[src/rtl/sprite_line_scheduler_pkg.sv]
// sprite_line_scheduler_pkg: shared sizes, descriptor layout and FSM states for the sprite line scheduler.
package sprite_line_scheduler_pkg;
    localparam int NUM_SPRITES_C  = 20;
    localparam int MAX_PER_LINE_C = 8;
    localparam int SPRITE_DIM_C   = 32;
    localparam int IDX_W   = 5;
    localparam int COORD_W = 10;
    localparam int ROW_W   = 5;
    localparam int ROM_W   = 4;
    localparam int CNT_W   = 4;
    localparam logic [IDX_W-1:0]   LAST_IDX_C = IDX_W'(NUM_SPRITES_C - 1);
    localparam logic [CNT_W-1:0]   MAX_CNT_C  = CNT_W'(MAX_PER_LINE_C);
    localparam logic [COORD_W:0]   DIM_EXT_C  = (COORD_W + 1)'(SPRITE_DIM_C);
    typedef struct packed {
        logic               en;
        logic [ROM_W-1:0]   rom_sel;
        logic [COORD_W-1:0] x;
        logic [COORD_W-1:0] y;
        logic [6:0]         rsvd;
    } sprite_desc_t;
    typedef enum logic [1:0] {IDLE, SCAN, ISSUE, DONE} sched_state_t;
endpackage

[src/rtl/sprite_line_scheduler_if.sv]
// sprite_line_scheduler_if: slot handshake from the scheduler (master) to the ROM fetch unit (slave).
interface sprite_line_scheduler_if;
    import sprite_line_scheduler_pkg::*;
    logic               valid;
    logic               ready;
    logic [IDX_W-1:0]   idx;
    logic [ROM_W-1:0]   rom_sel;
    logic [COORD_W-1:0] x;
    logic [ROW_W-1:0]   row;
    modport master(output valid, idx, rom_sel, x, row, input ready);
    modport slave(input valid, idx, rom_sel, x, row, output ready);
endinterface

[src/rtl/sprite_line_scheduler_desc_bank.sv]
// sprite_line_scheduler_desc_bank: descriptor register file with async read by index.
// SPRITE_SHADOW_COMMIT_EN: writes land in a shadow bank copied to the active bank on frame_start.
module sprite_line_scheduler_desc_bank
    import sprite_line_scheduler_pkg::*;
(
    input  logic             clk,
    input  logic             reset,
    input  logic             i_wr_en,
    input  logic [IDX_W-1:0] i_wr_addr,
    input  logic [31:0]      i_wr_data,
    input  logic             i_frame_start,
    input  logic [IDX_W-1:0] i_rd_idx,
    output sprite_desc_t     o_rd_desc
);
    sprite_desc_t r_active [NUM_SPRITES_C];
    logic         w_wr_ok;
    assign w_wr_ok = i_wr_en && i_wr_addr <= LAST_IDX_C;
`ifdef SPRITE_SHADOW_COMMIT_EN
    sprite_desc_t r_shadow [NUM_SPRITES_C];
    // The commit copies the shadow as it stood before this cycle's write.
    always_ff @(posedge clk) begin
        if (reset) begin
            for (int i = 0; i < NUM_SPRITES_C; i++) begin
                r_shadow[i] <= '0;
                r_active[i] <= '0;
            end
        end else begin
            if (w_wr_ok) r_shadow[i_wr_addr] <= i_wr_data;
            if (i_frame_start) r_active <= r_shadow;
        end
    end
`else
    logic w_unused_frame;
    assign w_unused_frame = i_frame_start;
    always_ff @(posedge clk) begin
        if (reset) begin
            for (int i = 0; i < NUM_SPRITES_C; i++) r_active[i] <= '0;
        end else if (w_wr_ok) begin
            r_active[i_wr_addr] <= i_wr_data;
        end
    end
`endif
    assign o_rd_desc = r_active[i_rd_idx];
endmodule

[src/rtl/sprite_line_scheduler.sv]
// sprite_line_scheduler: scans all sprite descriptors per scanline and issues the hits, lowest index first.
// Optional SPRITE_SHADOW_COMMIT_EN selects frame-synchronous descriptor commit in the bank.
module sprite_line_scheduler
    import sprite_line_scheduler_pkg::*;
(
    input  logic                   clk,
    input  logic                   reset,
    input  logic                   i_wr_en,
    input  logic [IDX_W-1:0]       i_wr_addr,
    input  logic [31:0]            i_wr_data,
    input  logic                   i_frame_start,
    input  logic                   i_line_start,
    input  logic [COORD_W-1:0]     i_next_line,
    sprite_line_scheduler_if.master slot,
    output logic                   o_line_done,
    output logic                   o_line_overflow,
    output logic                   o_line_late
);
    sched_state_t       r_state, w_state_nxt;
    logic [IDX_W-1:0]   r_idx, w_idx_nxt;
    logic [CNT_W-1:0]   r_count, w_count_nxt;
    logic [COORD_W-1:0] r_line;
    logic               r_overflow, w_overflow_nxt, r_late;
    logic [IDX_W-1:0]   r_slot_idx;
    logic [ROM_W-1:0]   r_slot_rom;
    logic [COORD_W-1:0] r_slot_x;
    logic [ROW_W-1:0]   r_slot_row;
    sprite_desc_t       w_desc;
    logic [COORD_W:0]   w_line_ext, w_y_ext;
    logic [ROW_W-1:0]   w_row;
    logic               w_hit, w_xfer, w_last, w_load, w_unused_rsvd;

    sprite_line_scheduler_desc_bank u_bank (
        .clk          (clk),
        .reset        (reset),
        .i_wr_en      (i_wr_en),
        .i_wr_addr    (i_wr_addr),
        .i_wr_data    (i_wr_data),
        .i_frame_start(i_frame_start),
        .i_rd_idx     (r_idx),
        .o_rd_desc    (w_desc)
    );

    // Widened compare so sprites near the bottom edge do not wrap around to line 0.
    assign w_line_ext    = {1'b0, r_line};
    assign w_y_ext       = {1'b0, w_desc.y};
    assign w_hit         = w_desc.en && w_line_ext >= w_y_ext && w_line_ext < w_y_ext + DIM_EXT_C;
    assign w_row         = ROW_W'(r_line - w_desc.y);
    assign w_last        = r_idx == LAST_IDX_C;
    assign w_xfer        = slot.valid && slot.ready;
    assign w_unused_rsvd = ^w_desc.rsvd;

    always_comb begin
        w_state_nxt    = r_state;
        w_idx_nxt      = r_idx;
        w_count_nxt    = r_count;
        w_overflow_nxt = r_overflow;
        w_load         = 1'b0;
        if (i_line_start) begin
            w_state_nxt    = SCAN;
            w_idx_nxt      = '0;
            w_count_nxt    = '0;
            w_overflow_nxt = 1'b0;
        end else begin
            case (r_state)
                IDLE: ;
                SCAN: begin
                    if (w_hit && r_count == MAX_CNT_C) begin
                        w_overflow_nxt = 1'b1;
                        w_state_nxt    = DONE;
                    end else if (w_hit) begin
                        w_load      = 1'b1;
                        w_state_nxt = ISSUE;
                    end else begin
                        w_state_nxt = w_last ? DONE : SCAN;
                        w_idx_nxt   = w_last ? r_idx : r_idx + 1'b1;
                    end
                end
                ISSUE: begin
                    if (w_xfer) begin
                        w_count_nxt = r_count + 1'b1;
                        w_state_nxt = w_last ? DONE : SCAN;
                        w_idx_nxt   = w_last ? r_idx : r_idx + 1'b1;
                    end
                end
                DONE: w_state_nxt = IDLE;
            endcase
        end
    end

    always_ff @(posedge clk) begin
        if (reset) begin
            r_state    <= IDLE;
            r_idx      <= '0;
            r_count    <= '0;
            r_line     <= '0;
            r_overflow <= 1'b0;
            r_late     <= 1'b0;
            r_slot_idx <= '0;
            r_slot_rom <= '0;
            r_slot_x   <= '0;
            r_slot_row <= '0;
        end else begin
            r_state    <= w_state_nxt;
            r_idx      <= w_idx_nxt;
            r_count    <= w_count_nxt;
            r_overflow <= w_overflow_nxt;
            r_late     <= (i_line_start && r_state != IDLE) || (r_late && !i_frame_start);
            if (i_line_start) r_line <= i_next_line;
            if (w_load) begin
                r_slot_idx <= r_idx;
                r_slot_rom <= w_desc.rom_sel;
                r_slot_x   <= w_desc.x;
                r_slot_row <= w_row;
            end
        end
    end

    assign slot.valid      = r_state == ISSUE;
    assign slot.idx        = r_slot_idx;
    assign slot.rom_sel    = r_slot_rom;
    assign slot.x          = r_slot_x;
    assign slot.row        = r_slot_row;
    assign o_line_done     = r_state == DONE;
    assign o_line_overflow = r_overflow;
    assign o_line_late     = r_late;
endmodule

[src/flat_wrapper.sv]
// flat-port wrapper written by rule: the top's interface ports become plain ports
module sprite_line_scheduler_flat import sprite_line_scheduler_pkg::*;
  (clk, reset, i_wr_en, i_wr_addr, i_wr_data, i_frame_start, i_line_start, i_next_line, o_line_done, o_line_overflow, o_line_late, slot_valid, slot_idx, slot_rom_sel, slot_x, slot_row, slot_ready);
  sprite_line_scheduler_if slot_i ();
  input  logic clk;
  input  logic reset;
  input  logic i_wr_en;
  input  logic [IDX_W-1:0] i_wr_addr;
  input  logic [31:0] i_wr_data;
  input  logic i_frame_start;
  input  logic i_line_start;
  input  logic [COORD_W-1:0] i_next_line;
  output logic o_line_done;
  output logic o_line_overflow;
  output logic o_line_late;
  output wire logic [$bits(slot_i.valid)-1:0] slot_valid;
  output wire logic [$bits(slot_i.idx)-1:0] slot_idx;
  output wire logic [$bits(slot_i.rom_sel)-1:0] slot_rom_sel;
  output wire logic [$bits(slot_i.x)-1:0] slot_x;
  output wire logic [$bits(slot_i.row)-1:0] slot_row;
  input wire logic [$bits(slot_i.ready)-1:0] slot_ready;
  assign slot_valid = slot_i.valid;
  assign slot_idx = slot_i.idx;
  assign slot_rom_sel = slot_i.rom_sel;
  assign slot_x = slot_i.x;
  assign slot_row = slot_i.row;
  assign slot_i.ready = slot_ready;
  sprite_line_scheduler u_core (.clk(clk), .reset(reset), .i_wr_en(i_wr_en), .i_wr_addr(i_wr_addr), .i_wr_data(i_wr_data), .i_frame_start(i_frame_start), .i_line_start(i_line_start), .i_next_line(i_next_line), .slot(slot_i), .o_line_done(o_line_done), .o_line_overflow(o_line_overflow), .o_line_late(o_line_late));
endmodule
[config.mk]
export PLATFORM = sky130hd
export DESIGN_NAME = sprite_line_scheduler_flat
export DESIGN_NICKNAME = d
export VERILOG_FILES = /design/src/rtl/sprite_line_scheduler_pkg.sv /design/src/rtl/sprite_line_scheduler_if.sv /design/src/rtl/sprite_line_scheduler_desc_bank.sv /design/src/rtl/sprite_line_scheduler.sv /design/src/flat_wrapper.sv
export SDC_FILE = /design/constraint.sdc
export NUM_CORES = 1
export LEC_CHECK = 0
export BUFFER_PORTS_ARGS = -buffer_cell sky130_fd_sc_hd__buf_2
export CAP_MARGIN = 20
export CORE_MARGIN = 2
export CORE_UTILIZATION = 65
export DETAILED_ROUTE_END_ITERATION = 6
export GPL_ROUTABILITY_DRIVEN = 1
export PLACE_DENSITY = 0.89
export SLEW_MARGIN = 20
export SYNTH_ARGS = -nofsm -noshare
export SYNTH_HDL_FRONTEND = slang
export SYNTH_SLANG_ARGS = --single-unit
export TNS_END_PERCENT = 10
[constraint.sdc]
create_clock -name clk -period 9.8 [get_ports clk]
set_clock_uncertainty 0.15 [all_clocks]
set_input_delay 0.98 -clock clk [delete_from_list [all_inputs] [get_ports clk]]
set_output_delay 0.98 -clock clk [all_outputs]
set_load 0.01 [all_outputs]
==> metrics.yaml <==
status: "finished, violations left"
violations: "DRC"
fmax_mhz: 159.9
synth-edff-count: 800
synth-seq-cells: 852
post_cts_buffers: 0
slowest_delay_ns: 0.88
rows: 87
grt.total_usage: 0.3095
dieArea_um2: 58520
stdcell_count: 3271
cts-buffers-inserted: 83
endpoint_kind: "flop"
initial_core_util: 0.6550
required_ns: 10.19
finalCriticalPeriod_ns: 6.256
grt_util_met2: 0.5079
worst_pin_slew_ns: 1.180
synth_top_area_frac: 0.6529
relSlewSlack: 0.2104
ys_seq_area_frac: 0.6812
hold_path.class: "reg2reg"
crit_chain: "buf_4 > buf_4 > nor2b_1 > a22oi_1 > nand2_1 > mux2i_1 > inv_1 > ha_1 > nor3b_1 > xor2_1 > ha_1 > o21ai_0 > a31oi_1 > o21ba_1 > nor3_4 > mux2_4"
io_buffers: 73
vias: 20851
rsz0062_at_grt: "false"
crit_fanout: 38
firstDrtPassIters: 7
netlist_top_cells_area: "edfxtp_1, mux4_2, and2_1, dfxtp_1, clkbuf_1"
ys_async_sr_fraction: 0
drive_gt1_frac: 0.2038
root_buffer: "clkbuf_16"
cts_tree: "built"
use_met3: 0.07876
clk_path_buf_depth: 3
final_max_slew_viol_count: 0
grt_use_met1: 0.3865
syn_avg_cell_area_um2: 17.37
fp.coreArea_um2: 56170
leakage_nw: 14.52
drc: 5
first_iter_violations: 2835
globalplace.congestion: 0.8881
grt_pass1_wl_um: 132100
yosysMostFrequentCell: "edfxtp_1"
clkTransAtPathRegs_ns: 0.06
synthCells: 2118
grt_max_degree: 144
layout.nets: 2519
critPathArrivalTime_ns: 6.64
setup_tns_ns: 0
dp.cells: 3117
antenna_found_initial: 4
fin_crit_sh: 0.6383
cts_hold_repair.buffers: 0
drt_wl_total_um: 88450
synth_flop_cell: "edfxtp_1"
ys.warnings.count: 0
grt_pass1_vias: 22010
clock-sinks: 852
power_density_nw_per_um2: 189.7
die_w_um: 241.9
postRouteAntennaNets: 0
hold_viol_final: 0
critPathKind: "reg2reg"
crit_family: "simple AND/OR/NAND/NOR gates"
avgRoutedWirePerCell_um: 27.04
cts_htree_levels: 3
clk_latency_ns: 0.65
syn_to_final_growth_pct: 12.97
cp-start-kind: "flop"
dp_slack_ns: 3.472
cts_resized: 0
crit_slowest_cell: "nor3_4"
synth_common_cells: "edfxtp_1, and2_1, mux4_2, clkbuf_1, dfxtp_1"
ios: 81
max-vdd-ir-drop_uv: 164.6
maxCapViolCount: 0
setup_viol: 0
die_y_um: 241.9
syn_area_um2: 36790
min-delay-start: "u_core.o_line_late"
dpl.hpwl_um: 48450
yosys.area.top_type: "edfxtp_1"
ys_types: 65
top_usage_layer: "met2"
gr-total-overflow: 0
power_mw: 7.885
worst_slack_ns: 3.544
critPathBufInv: 3
via_per_inst: 6.375
metrics by stage:
stage | utilization | hold slack [ns] | area [um^2]
after floorplan | - | 0.3104 | 37920
after global placement | 0.6921 | 0.2987 | 38870
after detailed placement | 0.6922 | 0.3170 | 38880
after CTS | 0.7397 | 0.3283 | 41550
after global routing | 0.7399 | 0.3465 | 41560
final | 0.7400 | 0.3236 | 41570
cell families (layout without fill, tap and decap cells):
| kind of cell | count (synthesis) | count (layout) | share of synthesized area |
|---|---|---|---|
| AOI/OAI and AO/OA | 122 | 122 | 0.02316 |
| buffers and inverters | 182 | 277 | 0.02241 |
| and+or+nand+nor | 651 | 651 | 0.1075 |
| other | 1 | 303 | 0.0001019 |
| muxes | 283 | 283 | 0.1569 |
| adders and majority gates | 20 | 20 | 0.007005 |
| xor gates and xnor gates | 7 | 7 | 0.001666 |
| DFF | 852 | 852 | 0.6812 |
tightest hold or removal path, stage by stage (launching register included):
cell and delay, ns:
dfxtp_1 0.31, nand2b_1 0.07, a21oi_1 0.05
power by group:
group          switching (mW)  internal [mW]  total (mW)
registers              0.0774           4.21        4.29
clock network            1.33           1.81        3.14
logic                   0.279          0.179       0.459
cells in the final DEF (no fill, tap or decap), types with 14 or more instances in the layout:
master | synthesis | layout
mux2i_1 | 41 | 41
mux4_2 | 234 | 234
edfxtp_1 | 800 | 800
a22oi_1 | 16 | 16
nand2_1 | 25 | 25
ha_1 | 19 | 19
buf_4 | 6 | 42
conb_1 | 1 | 300
clkinv_1 | 1 | 22
a211oi_1 | 19 | 19
clkbuf_16 | 0 | 86
buf_2 | 25 | 73
dfxtp_1 | 52 | 47
nor2_1 | 42 | 42
o21ai_2 | 0 | 14
a21oi_1 | 14 | 14
a31oi_1 | 19 | 19
and2_1 | 505 | 505
clkbuf_1 | 124 | 19
path summary, 6_finish.rpt:
| check | slack (ns) | depth (start not counted) | end |
|---|---|---|---|
| worst min register to register | 0.32 | 2 | u_core.o_line_late |
| worst min-delay path | 0.32 | 2 | u_core.o_line_late |
| worst max-delay path | 3.54 | 16 | u_core.slot.row[3] |
| worst max register to register | 3.54 | 16 | u_core.slot.row[3] |
flip-flops by register name, summed over array words and instances (netlist names), 2 cells and up, named ones only:
register,count
u_core.r_count,4
u_core.r_idx,5
u_core.r_line,10
u_core.r_state,2
u_core.slot.idx,5
u_core.slot.rom_sel,4
u_core.slot.row,5
u_core.slot.x,10
u_core.u_bank.r_active,800
area by class of cell:
| type | instances | area (um^2) |
|---|---|---|
| repair buffers | 116 | 700.7 |
| multi-input cells | 1383 | 12130 |
| flip-flops and latches | 852 | 25080 |
| clock inverters | 43 | 404.1 |
| fillers | 3016 | 14600 |
| well taps | 756 | 945.9 |
| clock buffers | 108 | 2265 |
| inverters | 10 | 37.54 |
| diodes | 3 | 7.507 |
layer usage:
layer / vias up / routed length [um]
met5: - / 46
met4: 6 / 4522
met3: 354 / 11170
met2: 1599 / 43600
met1: 10387 / 29110
li1: 8505 / -
(Power assumes the default switching activity.)
